**src/rtl/spi_buffer_ctrl_if.sv**
```systemverilog
// spi_buffer_ctrl_if: receiver, processor and bank-buffer signals of the SPI ping-pong controller.
// master drives the receiver/processor inputs; slave is the controller itself.
interface spi_buffer_ctrl_if #(
    parameter int DATA_WIDTH = 8,
    parameter int ADDR_WIDTH = 3
);
    logic                  spi_ready;
    logic [DATA_WIDTH-1:0] spi_data;
    logic                  swap;
    logic                  pu_rd;
    logic [1:0]            buf_wr_en;
    logic [ADDR_WIDTH-1:0] buf_wr_addr;
    logic [DATA_WIDTH-1:0] buf_wr_data;
    logic                  buf_rd_bank;
    logic [ADDR_WIDTH-1:0] buf_rd_addr;
    logic [ADDR_WIDTH-1:0] rd_len;
    logic                  frame_valid;
    logic                  overflow;
    logic                  underflow;

    modport master (
        output spi_ready, spi_data, swap, pu_rd,
        input  buf_wr_en, buf_wr_addr, buf_wr_data, buf_rd_bank, buf_rd_addr,
               rd_len, frame_valid, overflow, underflow
    );

    modport slave (
        input  spi_ready, spi_data, swap, pu_rd,
        output buf_wr_en, buf_wr_addr, buf_wr_data, buf_rd_bank, buf_rd_addr,
               rd_len, frame_valid, overflow, underflow
    );
endinterface

```
**src/rtl/spi_buffer_ctrl.sv**
```systemverilog
// spi_buffer_ctrl: ping-pong fill/read bank controller between an SPI byte receiver and a processor.
// Define SPI_BUF_WRAP_EN to make a full fill bank wrap and overwrite instead of dropping bytes.
module spi_buffer_ctrl #(
    parameter int DATA_WIDTH = 8,
    parameter int BUF_SIZE   = 6,
    parameter int ADDR_WIDTH = 3
) (
    input logic              clk,
    input logic              rst,
    spi_buffer_ctrl_if.slave bus
);
    localparam logic [0:0]            ST_FILL  = 1'b0;
    localparam logic [0:0]            ST_FULL  = 1'b1;
    localparam logic [ADDR_WIDTH-1:0] PTR_ONE  = ADDR_WIDTH'(1);
    localparam logic [ADDR_WIDTH-1:0] PTR_LAST = ADDR_WIDTH'(BUF_SIZE - 1);
    localparam logic [ADDR_WIDTH-1:0] PTR_SIZE = ADDR_WIDTH'(BUF_SIZE);

    logic [0:0]            state;
    logic                  spi_q;
    logic                  fill_bank;
    logic                  byte_ev;
    logic                  accept;
    logic                  drop;
    logic [ADDR_WIDTH-1:0] wr_ptr;
    logic [ADDR_WIDTH-1:0] wr_ptr_next;
    logic [ADDR_WIDTH-1:0] swap_len;
`ifdef SPI_BUF_WRAP_EN
    logic                  wrapped;
`endif

    always_comb begin
        // NOTE: every always_comb output is given a default first so no path leaves it unassigned and infers a latch.
        byte_ev     = bus.spi_ready & ~spi_q;
        drop        = byte_ev && (state == ST_FULL);
        accept      = 1'b0;
        wr_ptr_next = wr_ptr;
        swap_len    = wr_ptr;
`ifdef SPI_BUF_WRAP_EN
        accept = byte_ev;
        if (accept)
            wr_ptr_next = (wr_ptr == PTR_LAST) ? '0 : wr_ptr + PTR_ONE;
        // Once the bank has wrapped every entry holds live data.
        swap_len = wrapped ? PTR_SIZE : (accept ? wr_ptr + PTR_ONE : wr_ptr);
`else
        accept = byte_ev && (state == ST_FILL);
        if (accept)
            wr_ptr_next = wr_ptr + PTR_ONE;
        swap_len = accept ? wr_ptr + PTR_ONE : wr_ptr;
`endif
    end

    // NOTE: sequential state uses non-blocking assignments so every flop samples the pre-edge values.
    always_ff @(posedge clk or posedge rst) begin
        if (rst) begin
            spi_q           <= 1'b1;
            state           <= ST_FILL;
            fill_bank       <= 1'b0;
            wr_ptr          <= '0;
            bus.buf_wr_en   <= 2'b00;
            bus.buf_wr_addr <= '0;
            bus.buf_wr_data <= {DATA_WIDTH{1'b0}};
            bus.buf_rd_bank <= 1'b1;
            bus.buf_rd_addr <= '0;
            bus.rd_len      <= '0;
            bus.overflow    <= 1'b0;
            bus.underflow   <= 1'b0;
`ifdef SPI_BUF_WRAP_EN
            wrapped         <= 1'b0;
`endif
        end else begin
            spi_q         <= bus.spi_ready;
            bus.buf_wr_en <= 2'b00;
            // A byte coinciding with swap still lands in the bank being handed over.
            if (accept) begin
                bus.buf_wr_en   <= fill_bank ? 2'b10 : 2'b01;
                bus.buf_wr_addr <= wr_ptr;
                bus.buf_wr_data <= bus.spi_data;
            end
            if (drop)
                bus.overflow <= 1'b1;
`ifdef SPI_BUF_WRAP_EN
            if (accept && wrapped)
                bus.overflow <= 1'b1;
`endif
            if (bus.swap) begin
                fill_bank       <= ~fill_bank;
                bus.buf_rd_bank <= fill_bank;
                bus.rd_len      <= swap_len;
                bus.buf_rd_addr <= '0;
                wr_ptr          <= '0;
                state           <= ST_FILL;
`ifdef SPI_BUF_WRAP_EN
                wrapped         <= 1'b0;
`endif
            end else begin
                wr_ptr <= wr_ptr_next;
`ifdef SPI_BUF_WRAP_EN
                if (accept && (wr_ptr == PTR_LAST))
                    wrapped <= 1'b1;
`else
                if (accept && (wr_ptr_next == PTR_SIZE))
                    state <= ST_FULL;
`endif
                if (bus.pu_rd) begin
                    if (bus.buf_rd_addr < bus.rd_len)
                        bus.buf_rd_addr <= bus.buf_rd_addr + PTR_ONE;
                    else
                        bus.underflow <= 1'b1;
                end
            end
        end
    end

    assign bus.frame_valid = bus.buf_rd_addr < bus.rd_len;
endmodule

```
**src/flat_wrapper.sv**
```systemverilog
// flat-port wrapper written by rule: the top's interface ports become plain ports
module spi_buffer_ctrl_flat 
#(
    parameter int DATA_WIDTH = 8,
    parameter int BUF_SIZE   = 6,
    parameter int ADDR_WIDTH = 3
)
  (clk, rst, bus_spi_ready, bus_spi_data, bus_swap, bus_pu_rd, bus_buf_wr_en, bus_buf_wr_addr, bus_buf_wr_data, bus_buf_rd_bank, bus_buf_rd_addr, bus_rd_len, bus_frame_valid, bus_overflow, bus_underflow);
  spi_buffer_ctrl_if #(.DATA_WIDTH(DATA_WIDTH), .ADDR_WIDTH(ADDR_WIDTH)) bus_i ();
  input logic clk;
  input logic rst;
  input wire logic [$bits(bus_i.spi_ready)-1:0] bus_spi_ready;
  input wire logic [$bits(bus_i.spi_data)-1:0] bus_spi_data;
  input wire logic [$bits(bus_i.swap)-1:0] bus_swap;
  input wire logic [$bits(bus_i.pu_rd)-1:0] bus_pu_rd;
  output wire logic [$bits(bus_i.buf_wr_en)-1:0] bus_buf_wr_en;
  output wire logic [$bits(bus_i.buf_wr_addr)-1:0] bus_buf_wr_addr;
  output wire logic [$bits(bus_i.buf_wr_data)-1:0] bus_buf_wr_data;
  output wire logic [$bits(bus_i.buf_rd_bank)-1:0] bus_buf_rd_bank;
  output wire logic [$bits(bus_i.buf_rd_addr)-1:0] bus_buf_rd_addr;
  output wire logic [$bits(bus_i.rd_len)-1:0] bus_rd_len;
  output wire logic [$bits(bus_i.frame_valid)-1:0] bus_frame_valid;
  output wire logic [$bits(bus_i.overflow)-1:0] bus_overflow;
  output wire logic [$bits(bus_i.underflow)-1:0] bus_underflow;
  assign bus_i.spi_ready = bus_spi_ready;
  assign bus_i.spi_data = bus_spi_data;
  assign bus_i.swap = bus_swap;
  assign bus_i.pu_rd = bus_pu_rd;
  assign bus_buf_wr_en = bus_i.buf_wr_en;
  assign bus_buf_wr_addr = bus_i.buf_wr_addr;
  assign bus_buf_wr_data = bus_i.buf_wr_data;
  assign bus_buf_rd_bank = bus_i.buf_rd_bank;
  assign bus_buf_rd_addr = bus_i.buf_rd_addr;
  assign bus_rd_len = bus_i.rd_len;
  assign bus_frame_valid = bus_i.frame_valid;
  assign bus_overflow = bus_i.overflow;
  assign bus_underflow = bus_i.underflow;
  spi_buffer_ctrl #(.DATA_WIDTH(DATA_WIDTH), .BUF_SIZE(BUF_SIZE), .ADDR_WIDTH(ADDR_WIDTH)) u_core (.clk(clk), .rst(rst), .bus(bus_i));
endmodule
```
**config.mk**
```make
export PLATFORM = sky130hd
export DESIGN_NAME = spi_buffer_ctrl_flat
export DESIGN_NICKNAME = d
export VERILOG_FILES = /design/src/rtl/spi_buffer_ctrl_if.sv /design/src/rtl/spi_buffer_ctrl.sv /design/src/flat_wrapper.sv
export SDC_FILE = /design/constraint.sdc
export NUM_CORES = 1
export LEC_CHECK = 0
export CAP_MARGIN = 20
export CORE_ASPECT_RATIO = 0.9
export CORE_UTILIZATION = 41
export CTS_BUF_LIST = sky130_fd_sc_hd__clkbuf_16
export DETAILED_ROUTE_END_ITERATION = 7
export PLACE_DENSITY_LB_ADDON = 0.15
export SYNTH_ARGS = -nofsm -noshare
export SYNTH_HDL_FRONTEND = slang
export SYNTH_SLANG_ARGS = --single-unit
```
**constraint.sdc**
```tcl
create_clock -name clk -period 1.7 [get_ports clk]
set_input_delay 0.255 -clock clk [delete_from_list [all_inputs] [get_ports clk]]
set_output_delay 0.255 -clock clk [all_outputs]
set_load 0.1 [all_outputs]
```
## After elaboration in Yosys (flattened, before gate mapping)

Index checks and enable logic that the tools add are counted.

| cells by class | value |
|---|---|
| magnitude comparators | 1 |
| divide/modulo/power cells | 0 |
| shift operators | 0 |
| multiplexer cells | 9 |
| reduce and logical (&&, ||, !) cells | 8 |
| eq/ne operators | 1 |
| add/subtract/negate cells | 2 |
| bitwise gates (word level) | 6 |
| $mul | 0 |

Operators with widths:

| cell | count |
|---|---|
| 3-bit two-way mux | 5 |
| 3-bit by 1-bit adder with 3-bit output (second input constant) | 2 |
| 2-bit nonzero test | 3 |
| 1-bit NOT | 5 |
| 2-bit two-way mux | 2 |
| 3-bit equality test (second input constant) | 1 |
| 1-bit logical AND | 3 |
| 3-bit less-than comparator | 1 |
| 3-bit AND reduction | 1 |
| 1-bit two-way mux | 2 |
| 2-bit AND reduction | 1 |
| 1-bit AND | 1 |

| word-level totals | value |
|---|---|
| memory bits (read-only) | 0 |
| memories | 0 |
| output and inout bits | 23 |
| bits in registers | 28 |
| logic and storage cells | 39 |
| latch bits | 0 |
| bits in writable memories | 0 |
| bits of input ports | 13 |

## Depth between registers and ports, before layout

| logic depth | value |
|---|---|
| word-level depth | 8 |
| gate-level depth with buffers | 5 |
| depth with buffers taken out | 5 |

## Worst setup path after synthesis

Ideal clock, no wire load.

| path | value |
|---|---|
| path type | register to register |
| from | register u_core.bus.rd_len[2] (netlist bit) |
| to | register u_core.bus.underflow |
| cell stages (with the launch flop) | 6 |
| period minus slack after synthesis | 3341 ps |
| setup slack | -1641 ps |
| path buffers | 0 |
| setup time | 202 ps |
| data required time | 1498 ps |
| arrival time | 3139 ps |
| cell sequence | dfrtp_1 -> inv_1 -> ha_1 -> and2_1 -> a21oi_1 -> o31ai_1 |

| on the way | value |
|---|---|
| word-level cells in the longest chain between the ends | 3 |

Ends and longest elaborated chain:

| item | RTL line | text |
|---|---|---|
| start, declared | spi_buffer_ctrl_if.sv:30 | `rd_len, frame_valid, overflow, underflow` |
| start signal, assigned | spi_buffer_ctrl.sv:88 | `bus.rd_len <= swap_len;` |
| 3-bit less-than comparator | -- |  |
| named net bus_frame_valid | flat_wrapper.sv:22 | `output wire logic [$bits(bus_i.frame_valid)-1:0] bus_frame_valid;` |
| 1-bit NOT (no line) | -- |  |
| 3-bit AND reduction (no line) | -- |  |
| end signal, assigned | spi_buffer_ctrl.sv:66 | `bus.underflow <= 1'b0;` |
| end signal, assigned | spi_buffer_ctrl.sv:108 | `bus.underflow <= 1'b1;` |
| end, declared | spi_buffer_ctrl_if.sv:30 |  |

The timed path passes the listed nets, and every way through them passes these cells.
A chain may end at the register's enable or synchronous reset.

## Worst setup path after layout

| path | value |
|---|---|
| from | register u_core.bus.buf_rd_addr[2] |
| to | output port bus_frame_valid |

| on the way | value |
|---|---|
| word-level cells in the longest chain between the ends | 1 |

Ends and longest elaborated chain:

| item | RTL line | text |
|---|---|---|
| start, declared | spi_buffer_ctrl_if.sv:29 | `output buf_wr_en, buf_wr_addr, buf_wr_data, buf_rd_bank, buf_rd_addr,` |
| start signal, assigned | spi_buffer_ctrl.sv:106 | `bus.buf_rd_addr <= bus.buf_rd_addr + PTR_ONE;` |
| 3-bit less-than comparator | spi_buffer_ctrl.sv:114 | `assign bus.frame_valid = bus.buf_rd_addr < bus.rd_len;` |
| end, declared | flat_wrapper.sv:22 |  |

No other way between the ends.

==> summary.md <==
| Metric | Value |
|---|---|
| Post-synthesis sequential area ratio | `57.8%` |
| Clock Path Buffers | `2` |
| Most frequent cell after synthesis | `dfrtp_1` |
| Final WL | `2400 um` |
| Clk sinks | `28` |
| Core area | `2790 um^2` |
| Root Buffer | `clkbuf_16` |
| Ant diodes | `0` |
| Site Rows | `18` |
| Pins Over Slew Limit | `0` |
| Kind of cell adding the most delay to the critical path | `flip-flops` |
| Grt ovf | `0` |
| Outcome | `complete, but fails checks` |
| H-tree levels | `1` |
| Detailed-route via count | `843` |
| Final critical-path setup slack | `-0.105 ns` |
| Crit-path slowest cell | `dfrtp_4` |
| Hold_buf cts | `0` |
| Post-synth EDFFs | `0` |
| #FFs+latches synth | `28` |
| Tot Pwr | `2670 uW` |
| Max cap viols | `0` |
| Final Cycle Share | `106%` |
| Synthesized instance count | `91` |
| Vias per cell | `4.79` |
| Post-DRT Antenna Nets | `0` |
| Worst-margin pin slew | `0.343 ns` |
| Worst r2r path cells | `5` |
| Kind of critical path | `flop to primary output` |
| CTS tree | `built` |
| CP max stage delay | `0.49 ns` |
| Synth top area cells | `dfrtp_1 (53%), mux2_2 (13%), dfstp_2 (4.3%)` |
| Buf+Inv Stages, Crit Path | `1` |
| Peak Freq | `0.554 GHz` |
| Detailed Route Iter0 Violations | `28` |
| GP Congestion | `0.753` |
| Syn_area_per_cell | `13.4 um^2` |
| Clock power share | `26.1%` |
| Drt wl/cell | `13.7 um` |
| Post-synth top cells | `dfrtp_1 (26), mux2_2 (14), nor2_1 (9), inv_1 (5)` |
| Critical Path RT | `1.44 ns` |
| Worst hold path type | `input port to async pin` |
| Synth Net Count | `108` |
| NetSw | `1000 uW` |
| Synth top area share | `53.4%` |
| Failing checks | `setup timing` |
| Ratio of cells with drive above 1 in the final layout | `50.0%` |
| Utilization after layout | `74.1%` |
| Die boundary width | `59.4 um` |
| Overall routing resource usage | `18.0%` |
| Maximum vdd drop | `0.000794 V` |
| DP HPWL | `1760 um` |
| Clk_lat worst skew | `0.26 ns` |
| Multi-input gate area | `502 um^2` |
| Main synth FF type | `dfrtp_1` |
| Static Leak | `0.000937 uW` |
| Synthesized cell area | `1220 um^2` |
| # IOs | `36` |
| Cell taking the most area after synthesis | `dfrtp_1` |
| Filler Cell Count | `204` |
| Pre-antenna DRT Iters | `4` |
| Clock-pin slew on the worst setup and hold paths | `0.07 ns` |
| Vias in the first global route | `894` |
| Int Pwr | `1660 uW` |
| Nets@finish | `154` |
| Drt drc | `0` |
| Endpoints failing setup | `3` |
| Async S/R FF share, synth | `100%` |
| Sw Ratio | `37.6%` |
| Worst Setup End Kind | `primary output` |
| Total die area | `3190 um^2` |
| Total CTS buffers | `3` |
| Clock skew | `0.00573 ns` |
| Initial antenna violation count | `0` |
| CP Depth | `4` |
| Worst path arrival time | `1.55 ns` |
| Worst relative slew slack | `77.0%` |
| Ys Warns | `0` |
| RSZ-0062 raised after global routing | `yes` |
| Die Y | `53.7 um` |
| CP Cell Sequence | `ha_4 -> a21o_1 -> a21oi_4 -> buf_12` |
| Startpoint types | `flop` |
| Pwr/cell area | `1290 nW/um^2` |
| Comb pwr share | `41.9%` |
| Largest net degree at the start of global routing | `23` |
| Yosys cell types | `27` |
| Final Hold Violating Endpoints | `0` |
| Register area | `721 um^2` |
| P&R area growth vs syn | `70.0%` |
| Post-layout minimum cycle time | `1.81 ns` |
| First-pass GRT wire length | `4040 um` |
| Flop pwr share | `32.1%` |
| Initial Util | `43.6%` |
| CP max FO | `3` |
| Port Buffers | `35` |
power groups by stage:
stage               combinational [uW]  clock (uW)  sequential, uW
global route                      1160         730             866
CTS                               1120         706             857
detailed placement                1110           0             867
floorplan                          215           0            1330
finish                            1120         695             855
global placement                  1100           0             863
placed cells by master, fill, tap and decap left out, types with 2 or more instances in the layout:
master and n:
nand2b_1 3, a21oi_1 2, inv_1 4, mux2_2 13, dfrtp_1 20, buf_12 25, nor2b_1 4, mux2i_1 2
ha_1 3, dfrtp_4 4, xor2_1 2, clkbuf_16 3, dfstp_2 2, dfrtp_2 2, buf_4 7, clkdlybuf4s50_1 12
nor2_1 9
kinds of logic after synthesis:
kind of cell	after synthesis	synth area share [%]
AOI/OAI and AO/OA	10	6.27
xor gates and xnor gates	4	3.50
adders and majority gates	4	4.11
buffers and inverters	8	3.49
DFF	28	57.8
muxes	16	14.6
and+or+nand+nor	21	10.3
metrics by stage:
step / hold WS [ns] / worst slack, ns / instance area [um^2] / std cells / setup TNS [ns]
3_5_place_dp: 0.484 / -0.0542 / 1950 / 170 / -0.0542
3_3_place_gp: 0.474 / 0.0474 / 1950 / 170 / 0
4_1_cts: 0.245 / -0.104 / 2070 / 176 / -0.223
5_1_grt: 0.268 / -0.156 / 2070 / 176 / -0.362
2_1_floorplan: 0.259 / -0.275 / 1260 / 91 / -0.776
6_report: 0.234 / -0.105 / 2070 / 176 / -0.205
metal layers:
layer / GRT usage (%) / wire length [um] / vias up
met2: 30.1 / 1270 / 25
met1: 19.8 / 930 / 418
li1: - / - / 394
met4: 9.52 / 64 / 0
met3: 6.97 / 141 / 6
met5: 0 / 0 / -
cell type report:
cell class	instances	area share [%]
inverter	5	0.907
tap	40	2.42
timing repair buffer	44	32.5
multi-input combinational	55	24.2
clock inverter	1	1.45
clock buffer	3	3.63
sequential	28	34.8
registers in the layout, indices dropped and copies added (netlist names):
register / cells
u_core.spi_q: 1
u_core.state: 1
u_core.bus.underflow: 1
u_core.bus.buf_rd_bank: 1
u_core.bus.buf_wr_addr: 3
u_core.fill_bank: 1
u_core.bus.overflow: 1
u_core.bus.buf_wr_en: 2
u_core.bus.buf_rd_addr: 3
u_core.bus.buf_wr_data: 8
u_core.bus.rd_len: 3
u_core.wr_ptr: 3
worst paths after layout:
check                                           from                        end  slack (ns)
setup / recovery           u_core.bus.buf_rd_addr[2]            bus_frame_valid       -0.11
hold / removal                                   rst           u_core.fill_bank        0.23
setup reg to reg           u_core.bus.buf_rd_addr[2]  u_core.bus.buf_rd_addr[0]       -0.08
hold reg to reg                     u_core.fill_bank           u_core.fill_bank        0.52
max in group asynchronous                        rst               u_core.spi_q        0.98
min in group clk                       bus_spi_ready               u_core.spi_q        0.45
repair_timing:
| action | 4_1_cts | 5_1_grt |
|---|---|---|
| gates resized for setup | 0 | 0 |
| pin swaps | 1 | 0 |
| cloned | 0 | 0 |
| endpoints found under the setup margin | 2 | 4 |
| setup buffers | 2 | 0 |
(Power assumes the default switching activity.)
